`config.mk`:
```
export PLATFORM = sky130hd
export DESIGN_NAME = axis_adder_stimulus
export DESIGN_NICKNAME = d
export VERILOG_FILES = /design/src/rtl/adder_stim_pkg.sv /design/src/rtl/axis_stim_fifo.sv /design/src/rtl/axis_adder_stimulus.sv
export SDC_FILE = /design/constraint.sdc
export NUM_CORES = 1
export LEC_CHECK = 0
export BUFFER_PORTS_ARGS = -buffer_cell sky130_fd_sc_hd__buf_2
export CAP_MARGIN = 15
export CORE_MARGIN = 2
export CORE_UTILIZATION = 53
export DETAILED_ROUTE_END_ITERATION = 10
export PLACE_DENSITY_LB_ADDON = 0.08
export REMOVE_ABC_BUFFERS = 1
export SETUP_SLACK_MARGIN = 0.15
export SKIP_LAST_GASP = 1
export SLEW_MARGIN = 20
export SYNTH_ARGS = -nofsm -noshare
export SYNTH_HDL_FRONTEND = slang
export SYNTH_SLANG_ARGS = --single-unit
```
`constraint.sdc`:
```
create_clock -name aclk -period 3.95 [get_ports aclk]
set_clock_uncertainty 0.2 [all_clocks]
set_input_delay 0.395 -clock aclk [delete_from_list [all_inputs] [get_ports aclk]]
set_output_delay 0.395 -clock aclk [all_outputs]
set_load 0.01 [all_outputs]
```
`src/rtl/adder_stim_pkg.sv`:
```
`default_nettype none
// ============================================================================
// Module      : adder_stim_pkg
// Description : Shared types, constants and helpers for the AXI-Stream adder
//               traffic generator/checker (FSM states, LFSR taps and seeds,
//               sum width).
// Revision    : 1.0 - initial release
// ============================================================================
package adder_stim_pkg;

  // FSM state encoding
  typedef logic [1:0] state_t;
  localparam state_t ST_IDLE  = 2'd0;
  localparam state_t ST_RUN   = 2'd1;
  localparam state_t ST_DRAIN = 2'd2;
  localparam state_t ST_DONE  = 2'd3;

  // 32-bit Galois LFSR, polynomial x^32+x^22+x^2+x+1 (right-shifting form)
  localparam logic [31:0] LFSR32_TAPS         = 32'h8020_0003;
  localparam logic [31:0] LFSR32_SEED_DEFAULT = 32'hACE1_0001;

  // 16-bit Galois LFSR, polynomial x^16+x^14+x^13+x^11+1 (backpressure source)
  localparam logic [15:0] LFSR16_TAPS = 16'hB400;
  localparam logic [15:0] LFSR16_SEED = 16'hBEEF;

  // Sum of two WIDTH-bit operands needs one extra bit for the carry
  function automatic int sum_width(input int width);
    return width + 1;
  endfunction

  function automatic logic [31:0] lfsr32_step(input logic [31:0] v);
    return v[0] ? ((v >> 1) ^ LFSR32_TAPS) : (v >> 1);
  endfunction

  function automatic logic [15:0] lfsr16_step(input logic [15:0] v);
    return v[0] ? ((v >> 1) ^ LFSR16_TAPS) : (v >> 1);
  endfunction

endpackage
`default_nettype wire

```
`src/rtl/axis_stim_fifo.sv`:
```
`default_nettype none
// ============================================================================
// Module      : axis_stim_fifo
// Description : Small synchronous FIFO holding expected sums. Supports a
//               clear that may coincide with a push (the pushed word becomes
//               the only entry) and simultaneous push/pop.
// Revision    : 1.0 - initial release
// ============================================================================
module axis_stim_fifo
  import adder_stim_pkg::*;
#(
  parameter int DATA_W = 9,
  parameter int DEPTH  = 4
) (
  input  logic              aclk,
  input  logic              aresetn,
  input  logic              clear_i,
  input  logic              push_i,
  input  logic [DATA_W-1:0] push_data_i,
  input  logic              pop_i,
  output logic              full_o,
  output logic              empty_o,
  output logic [DATA_W-1:0] head_o
);

  localparam int              ADDR_W  = $clog2(DEPTH);
  localparam logic [ADDR_W:0] PTR_ONE = {{ADDR_W{1'b0}}, 1'b1};

  logic [DATA_W-1:0] mem_q [DEPTH];
  logic [ADDR_W:0]   wr_ptr_q, wr_ptr_d;
  logic [ADDR_W:0]   rd_ptr_q, rd_ptr_d;
  logic [ADDR_W:0]   w_wr_base;
  logic              w_full, w_empty, w_push;

  // Extra pointer MSB distinguishes full from empty
  assign w_full    = (wr_ptr_q[ADDR_W] != rd_ptr_q[ADDR_W]) &&
                     (wr_ptr_q[ADDR_W-1:0] == rd_ptr_q[ADDR_W-1:0]);
  assign w_empty   = (wr_ptr_q == rd_ptr_q);
  assign w_wr_base = clear_i ? '0 : wr_ptr_q;
  assign w_push    = push_i && (clear_i || !w_full);

  assign full_o  = w_full;
  assign empty_o = w_empty;
  assign head_o  = mem_q[rd_ptr_q[ADDR_W-1:0]];

  // Next pointer values: clear wins over pop, push lands after a clear
  always_comb begin
    wr_ptr_d = wr_ptr_q;
    rd_ptr_d = rd_ptr_q;
    if (clear_i) begin
      wr_ptr_d = '0;
      rd_ptr_d = '0;
    end else if (pop_i && !w_empty) begin
      rd_ptr_d = rd_ptr_q + PTR_ONE;
    end
    if (w_push) begin
      wr_ptr_d = w_wr_base + PTR_ONE;
    end
  end

  // Pointer and storage registers
  always_ff @(posedge aclk or posedge aresetn) begin
    if (aresetn) begin
      wr_ptr_q <= '0;
      rd_ptr_q <= '0;
      for (int i = 0; i < DEPTH; i++) begin
        mem_q[i] <= '0;
      end
    end else begin
      wr_ptr_q <= wr_ptr_d;
      rd_ptr_q <= rd_ptr_d;
      if (w_push) begin
        mem_q[w_wr_base[ADDR_W-1:0]] <= push_data_i;
      end
    end
  end

endmodule
`default_nettype wire

```
`src/rtl/axis_adder_stimulus.sv`:
```
`default_nettype none
// ============================================================================
// Module      : axis_adder_stimulus
// Description : Traffic generator and checker for an AXI-Stream two-operand
//               adder. Issues LFSR-derived operand pairs on data1/data2,
//               queues the expected sums, and checks the returned sum stream.
//               Optional macro ADDER_STIM_BACKPRESSURE_EN adds a 16-bit LFSR
//               that randomly throttles pair issue and sum acceptance.
// Revision    : 1.0 - initial release
// ============================================================================
module axis_adder_stimulus
  import adder_stim_pkg::*;
#(
  parameter int          WIDTH        = 8,
  parameter int          TRANS_NUMBER = 16,
  parameter int          FIFO_DEPTH   = 4,
  parameter logic [31:0] SEED         = 32'hACE1_0001
) (
  input  logic                 aclk,
  input  logic                 aresetn,
  input  logic                 start_i,
  output logic [WIDTH-1:0]     data1_o_tdata,
  output logic                 data1_o_tvalid,
  input  logic                 data1_o_tready,
  output logic [WIDTH-1:0]     data2_o_tdata,
  output logic                 data2_o_tvalid,
  input  logic                 data2_o_tready,
  input  logic [WIDTH:0]       sum_i_tdata,
  input  logic                 sum_i_tvalid,
  output logic                 sum_i_tready,
  output logic                 busy_o,
  output logic                 done_o,
  output logic                 pass_o,
  output logic [15:0]          err_cnt_o,
  output logic [15:0]          trans_cnt_o
);

  localparam int          SUM_W       = sum_width(WIDTH);
  localparam logic [15:0] TRANS_TOTAL = 16'(TRANS_NUMBER);
  localparam logic [15:0] TRANS_LAST  = 16'(TRANS_NUMBER - 1);

  state_t             state_q, state_d;
  logic [31:0]        lfsr_q, lfsr_d;
  logic [WIDTH-1:0]   d1_data_q, d1_data_d, d2_data_q, d2_data_d;
  logic               d1_valid_q, d1_valid_d, d2_valid_q, d2_valid_d;
  logic [15:0]        issued_q, issued_d, trans_q, trans_d, err_q, err_d;

  logic               w_start, w_active, w_issue, w_last_issue;
  logic               w_full, w_empty, w_sum_ready, w_sum_hs;
  logic               w_bp_ready, w_bp_issue;
  logic [15:0]        w_issued_base;
  logic [WIDTH-1:0]   w_op1, w_op2;
  logic [SUM_W-1:0]   w_expected, w_head;

`ifdef ADDER_STIM_BACKPRESSURE_EN
  logic [15:0] bp_lfsr_q;

  // Free-running throttle source while a run is in progress
  always_ff @(posedge aclk or posedge aresetn) begin
    if (aresetn) begin
      bp_lfsr_q <= LFSR16_SEED;
    end else if (w_active) begin
      bp_lfsr_q <= lfsr16_step(bp_lfsr_q);
    end
  end

  assign w_bp_ready = bp_lfsr_q[0];
  assign w_bp_issue = bp_lfsr_q[1];
`else
  assign w_bp_ready = 1'b1;
  assign w_bp_issue = 1'b1;
`endif

  // Operands come from the LFSR value before it steps
  assign w_op1      = lfsr_q[WIDTH-1:0];
  assign w_op2      = lfsr_q[31:32-WIDTH];
  assign w_expected = SUM_W'(w_op1) + SUM_W'(w_op2);

  // A start in IDLE/DONE may already issue the first pair in the same cycle,
  // so the first tvalid appears one cycle after start_i
  assign w_start       = start_i && (state_q == ST_IDLE || state_q == ST_DONE);
  assign w_active      = (state_q == ST_RUN) || (state_q == ST_DRAIN);
  assign w_issue       = (w_start || (state_q == ST_RUN && !w_full)) &&
                         !d1_valid_q && !d2_valid_q && w_bp_issue;
  assign w_issued_base = w_start ? 16'd0 : issued_q;
  assign w_last_issue  = w_issue && (w_issued_base == TRANS_LAST);

  assign w_sum_ready = !w_empty && w_active && w_bp_ready;
  assign w_sum_hs    = sum_i_tvalid && w_sum_ready;

  axis_stim_fifo #(
    .DATA_W (SUM_W),
    .DEPTH  (FIFO_DEPTH)
  ) u_fifo (
    .aclk        (aclk),
    .aresetn     (aresetn),
    .clear_i     (w_start),
    .push_i      (w_issue),
    .push_data_i (w_expected),
    .pop_i       (w_sum_hs),
    .full_o      (w_full),
    .empty_o     (w_empty),
    .head_o      (w_head)
  );

  // Run sequencing: IDLE/DONE -> RUN -> DRAIN -> DONE
  always_comb begin
    state_d = state_q;
    case (state_q)
      ST_IDLE, ST_DONE: if (start_i) state_d = w_last_issue ? ST_DRAIN : ST_RUN;
      ST_RUN:           if (w_last_issue) state_d = ST_DRAIN;
      ST_DRAIN:         if (trans_q == TRANS_TOTAL) state_d = ST_DONE;
      default:          state_d = ST_IDLE;
    endcase
  end

  // Channel, LFSR and counter next-state logic
  always_comb begin
    d1_valid_d = d1_valid_q && !data1_o_tready;
    d2_valid_d = d2_valid_q && !data2_o_tready;
    d1_data_d  = d1_data_q;
    d2_data_d  = d2_data_q;
    lfsr_d     = lfsr_q;
    issued_d   = w_issued_base;
    trans_d    = w_start ? 16'd0 : trans_q;
    err_d      = w_start ? 16'd0 : err_q;
    if (w_issue) begin
      d1_valid_d = 1'b1;
      d2_valid_d = 1'b1;
      d1_data_d  = w_op1;
      d2_data_d  = w_op2;
      lfsr_d     = lfsr32_step(lfsr_q);
      issued_d   = w_issued_base + 16'd1;
    end
    if (w_sum_hs) begin
      trans_d = trans_q + 16'd1;
      if ((sum_i_tdata != w_head) && (err_q != 16'hFFFF)) begin
        err_d = err_q + 16'd1;
      end
    end
  end

  // State registers, asynchronously cleared by the active-high reset
  always_ff @(posedge aclk or posedge aresetn) begin
    if (aresetn) begin
      state_q    <= ST_IDLE;
      lfsr_q     <= SEED;
      d1_data_q  <= '0;
      d2_data_q  <= '0;
      d1_valid_q <= 1'b0;
      d2_valid_q <= 1'b0;
      issued_q   <= '0;
      trans_q    <= '0;
      err_q      <= '0;
    end else begin
      state_q    <= state_d;
      lfsr_q     <= lfsr_d;
      d1_data_q  <= d1_data_d;
      d2_data_q  <= d2_data_d;
      d1_valid_q <= d1_valid_d;
      d2_valid_q <= d2_valid_d;
      issued_q   <= issued_d;
      trans_q    <= trans_d;
      err_q      <= err_d;
    end
  end

  assign data1_o_tdata  = d1_data_q;
  assign data1_o_tvalid = d1_valid_q;
  assign data2_o_tdata  = d2_data_q;
  assign data2_o_tvalid = d2_valid_q;
  assign sum_i_tready   = w_sum_ready;
  assign busy_o         = w_active;
  assign done_o         = (state_q == ST_DONE);
  assign pass_o         = (state_q == ST_DONE) && (err_q == 16'd0);
  assign err_cnt_o      = err_q;
  assign trans_cnt_o    = trans_q;

endmodule
`default_nettype wire

```
==> impl_metrics.ini <==
[cts]
htree_levels = 4
cts_tree = done
cts_setup_buffers = 0
cts_buffers = 17
cts_buffer_depth = 2
path_clk_slew_ns = 0.06
cts_sinks = 133
clockRootBuffer = clkbuf_16
clkLatencyLatePin_ns = 0.42

[power]
power_mw = 5.289
p_seq_frac = 0.372
p_leak_nw = 3.889
p_clk_frac = 0.284
vdd_ir_drop_max_mv = 0.3342
power_density_mw_per_mm2 = 680.8
p_switching_mw = 1.900
swShare = 0.3592
combPwrFrac = 0.344
p_int_mw = 3.389

[global_route]
grt_max_degree = 73
grt_pass1_wl_um = 22910
grt_pass1_vias = 4775
track_usage = 0.2185
overflow = 0
antenna_found_initial = 0

[layout]
drive_gt1_frac = 0.2134
num_antenna_cells = 0
syn_to_final_growth_pct = 15.52
final_cell_area_mm2 = 0.007769
nets = 769

[sta]
rsz0062_at_grt = false
fin_ws_ns = 0.4955
whs_ns = 0.2356
max_freq_mhz = 289.5
slew_violations = 0
fin_setup_tns_ns = 0
timing.slew.headroom = 0.4121
period_minus_slack_ns = 3.455
hold_viol = 0
worst_pin_slew_ns = 0.8818
period_share = 0.8746
setup_viol = 0

[die]
io_pins = 69
dieHeight_um = 116.6
die_w_um = 116.6
dieArea_mm2 = 0.01361
rows = 41
start_util = 0.5373
coreArea_mm2 = 0.01252

[logic_synthesis]
synth_most_common_cell = nand2_1
yosysTopAreaCell = dfrtp_1
async_flop_share = 1.000
synthesis.area_mm2 = 0.006725
synth_area_leaders = dfrtp_1 (46%), nand2_1 (9.0%), mux2_2 (6.0%), mux2i_1 (4.9%), xnor2_1 (4.3%)
synth_common_cells = nand2_1 (162), dfrtp_1 (124), mux2_2 (36)
synth-edff-count = 0
ys_seq_elements = 133
ys.flop_type = dfrtp_1
yosysWarnings = 0
synth-seq-area-share = 0.4966
synth_cell_types = 50
synth_cells = 668
avgSynthCellArea_um2 = 10.07
yosys.area.top_type_share = 0.4614

[worst_setup_path]
crit_required_ns = 4.05
critPathArrivalTime_ns = 3.56
cp-end-kind = register
path_class = reg -> reg
cp-start-kind = register
crit_path_max_fanout = 15

[detailed_routing]
viasPerCell = 5.315
drc = 0
firstDrtPassIters = 4
first_iter_violations = 242
ant_nets = 0
wl_um = 13750
wire_per_inst_um = 15.00
num_vias = 4874

[place]
dp_hpwl_um = 9501
placedInstanceArea_mm2 = 0.007172
dp_slack_ns = 0.5001
finalWeightedCongestion = 0.8384
io_buffers = 68

[outcome]
status = complete, no violations

[run]
maxCapViolations = 0

[worst_hold_path]
hold_path_class = in -> reg
path summary, 6_finish.rpt:
check                                    from                to  slack (ns)  depth (start not counted)
min in group asynchronous             aresetn    data1_o_tvalid        0.52                          3
setup / recovery           u_fifo.rd_ptr_q[1]      err_cnt_o[7]        0.50                          8
hold reg to reg                    lfsr_q[23]        lfsr_q[23]        0.26                          2
max in group asynchronous             aresetn  u_fifo.mem_q[16]        2.05                          4
hold / removal                        start_i        state_q[0]        0.24                          4
setup reg to reg           u_fifo.rd_ptr_q[1]      err_cnt_o[7]        0.50                          8
metrics by stage:
step                        util  std cells
after global placement    0.5730        882
after CTS                 0.6207        917
after global routing      0.6207        917
after detailed placement  0.5730        882
after floorplan                -        633
final                     0.6207        917
critical path, cell delays in order (launching register included):
cell	delay [ns]
dfrtp_1	0.83
buf_4	0.29
mux2i_1	0.24
xnor2_1	0.10
nor3_1	0.19
o21ai_1	0.15
o31ai_4	0.66
mux2_2	0.40
mux2_2	0.26
what timing repair did:
item                                    in CTS  in global routing
resized for setup                            0                  0
endpoints found under the setup margin       0                  0
hold endpoints to repair                    15                  0
hold buffers                                 3                  0
power groups by stage:
| stage | combinational (mW) | sequential (mW) | clock, mW |
|---|---|---|---|
| detailed placement | 1.83 | 1.99 | 0 |
| CTS | 1.85 | 1.97 | 1.53 |
| global route | 2.04 | 2.02 | 1.59 |
| floorplan | 1.26 | 1.95 | 0 |
| global placement | 1.76 | 1.98 | 0 |
| finish | 1.82 | 1.97 | 1.50 |
flip-flops by register name (all words and copies together), names as in the netlist:
name,count
data2_o_tdata,4
issued_q,16
data2_o_tvalid,1
u_fifo.rd_ptr_q,3
data1_o_tdata,3
lfsr_q,32
data1_o_tvalid,1
state_q,2
u_fifo.mem_q,36
trans_cnt_o,16
err_cnt_o,16
u_fifo.wr_ptr_q,3
final cells by class:
| type | instances | area [µm²] |
|---|---|---|
| clock buffers | 24 | 491.7 |
| clock inverters | 8 | 75.07 |
| fillers | 1116 | 4748 |
| inverters | 18 | 70.07 |
| multi-input cells | 482 | 3139 |
| flip-flops and latches | 133 | 3339 |
| well taps | 172 | 215.2 |
| repair buffers | 80 | 437.9 |
cells in the final DEF (no fill, tap or decap), types with 4 or more instances in the layout:
master / Yosys / routed
nor4b_1: 4 / 4
nor4_1: 8 / 8
xnor2_1: 33 / 33
a21o_1: 7 / 7
a21oi_1: 8 / 8
nand4_1: 9 / 9
buf_4: 11 / 9
o21ai_0: 21 / 21
clkbuf_8: 0 / 4
dfstp_2: 9 / 9
and3_1: 8 / 8
inv_1: 18 / 17
nor2b_1: 4 / 4
nor3_1: 10 / 10
xor2_1: 17 / 17
mux2_2: 36 / 36
ha_1: 21 / 21
dfrtp_1: 124 / 124
nand3_1: 24 / 24
nor2_1: 35 / 35
nand2_1: 162 / 162
buf_2: 4 / 68
mux2i_1: 33 / 33
o31ai_1: 4 / 4
clkbuf_16: 0 / 17
and2_1: 5 / 5
clkinvlp_4: 0 / 4
layer usage:
| layer | routed length [µm] | vias up | share of wire | global-route usage |
|---|---|---|---|---|
| met4 | 318 | 0 | 0.023 | 0.1043 |
| met2 | 6632 | 104 | 0.48 | 0.3500 |
| met3 | 528 | 25 | 0.038 | 0.05189 |
| met1 | 6271 | 2361 | 0.46 | 0.2818 |
| met5 | 0 | - | 0 | 0 |
| li1 | - | 2384 | - | - |
logic make-up (layout without fill, tap and decap cells):
logic type,after synthesis,after routing,share of synthesized area
adder cells (fa/ha/maj),22,22,0.04205
XOR/XNOR,50,50,0.06512
multiplexers,70,70,0.1127
AND/OR/NAND/NOR,282,282,0.1879
AO/OA/AOI/OAI,58,58,0.05581
flip-flops,133,133,0.4966
buffers and inverters,53,130,0.03981
Note: power is estimated with default switching activity, not from simulation.
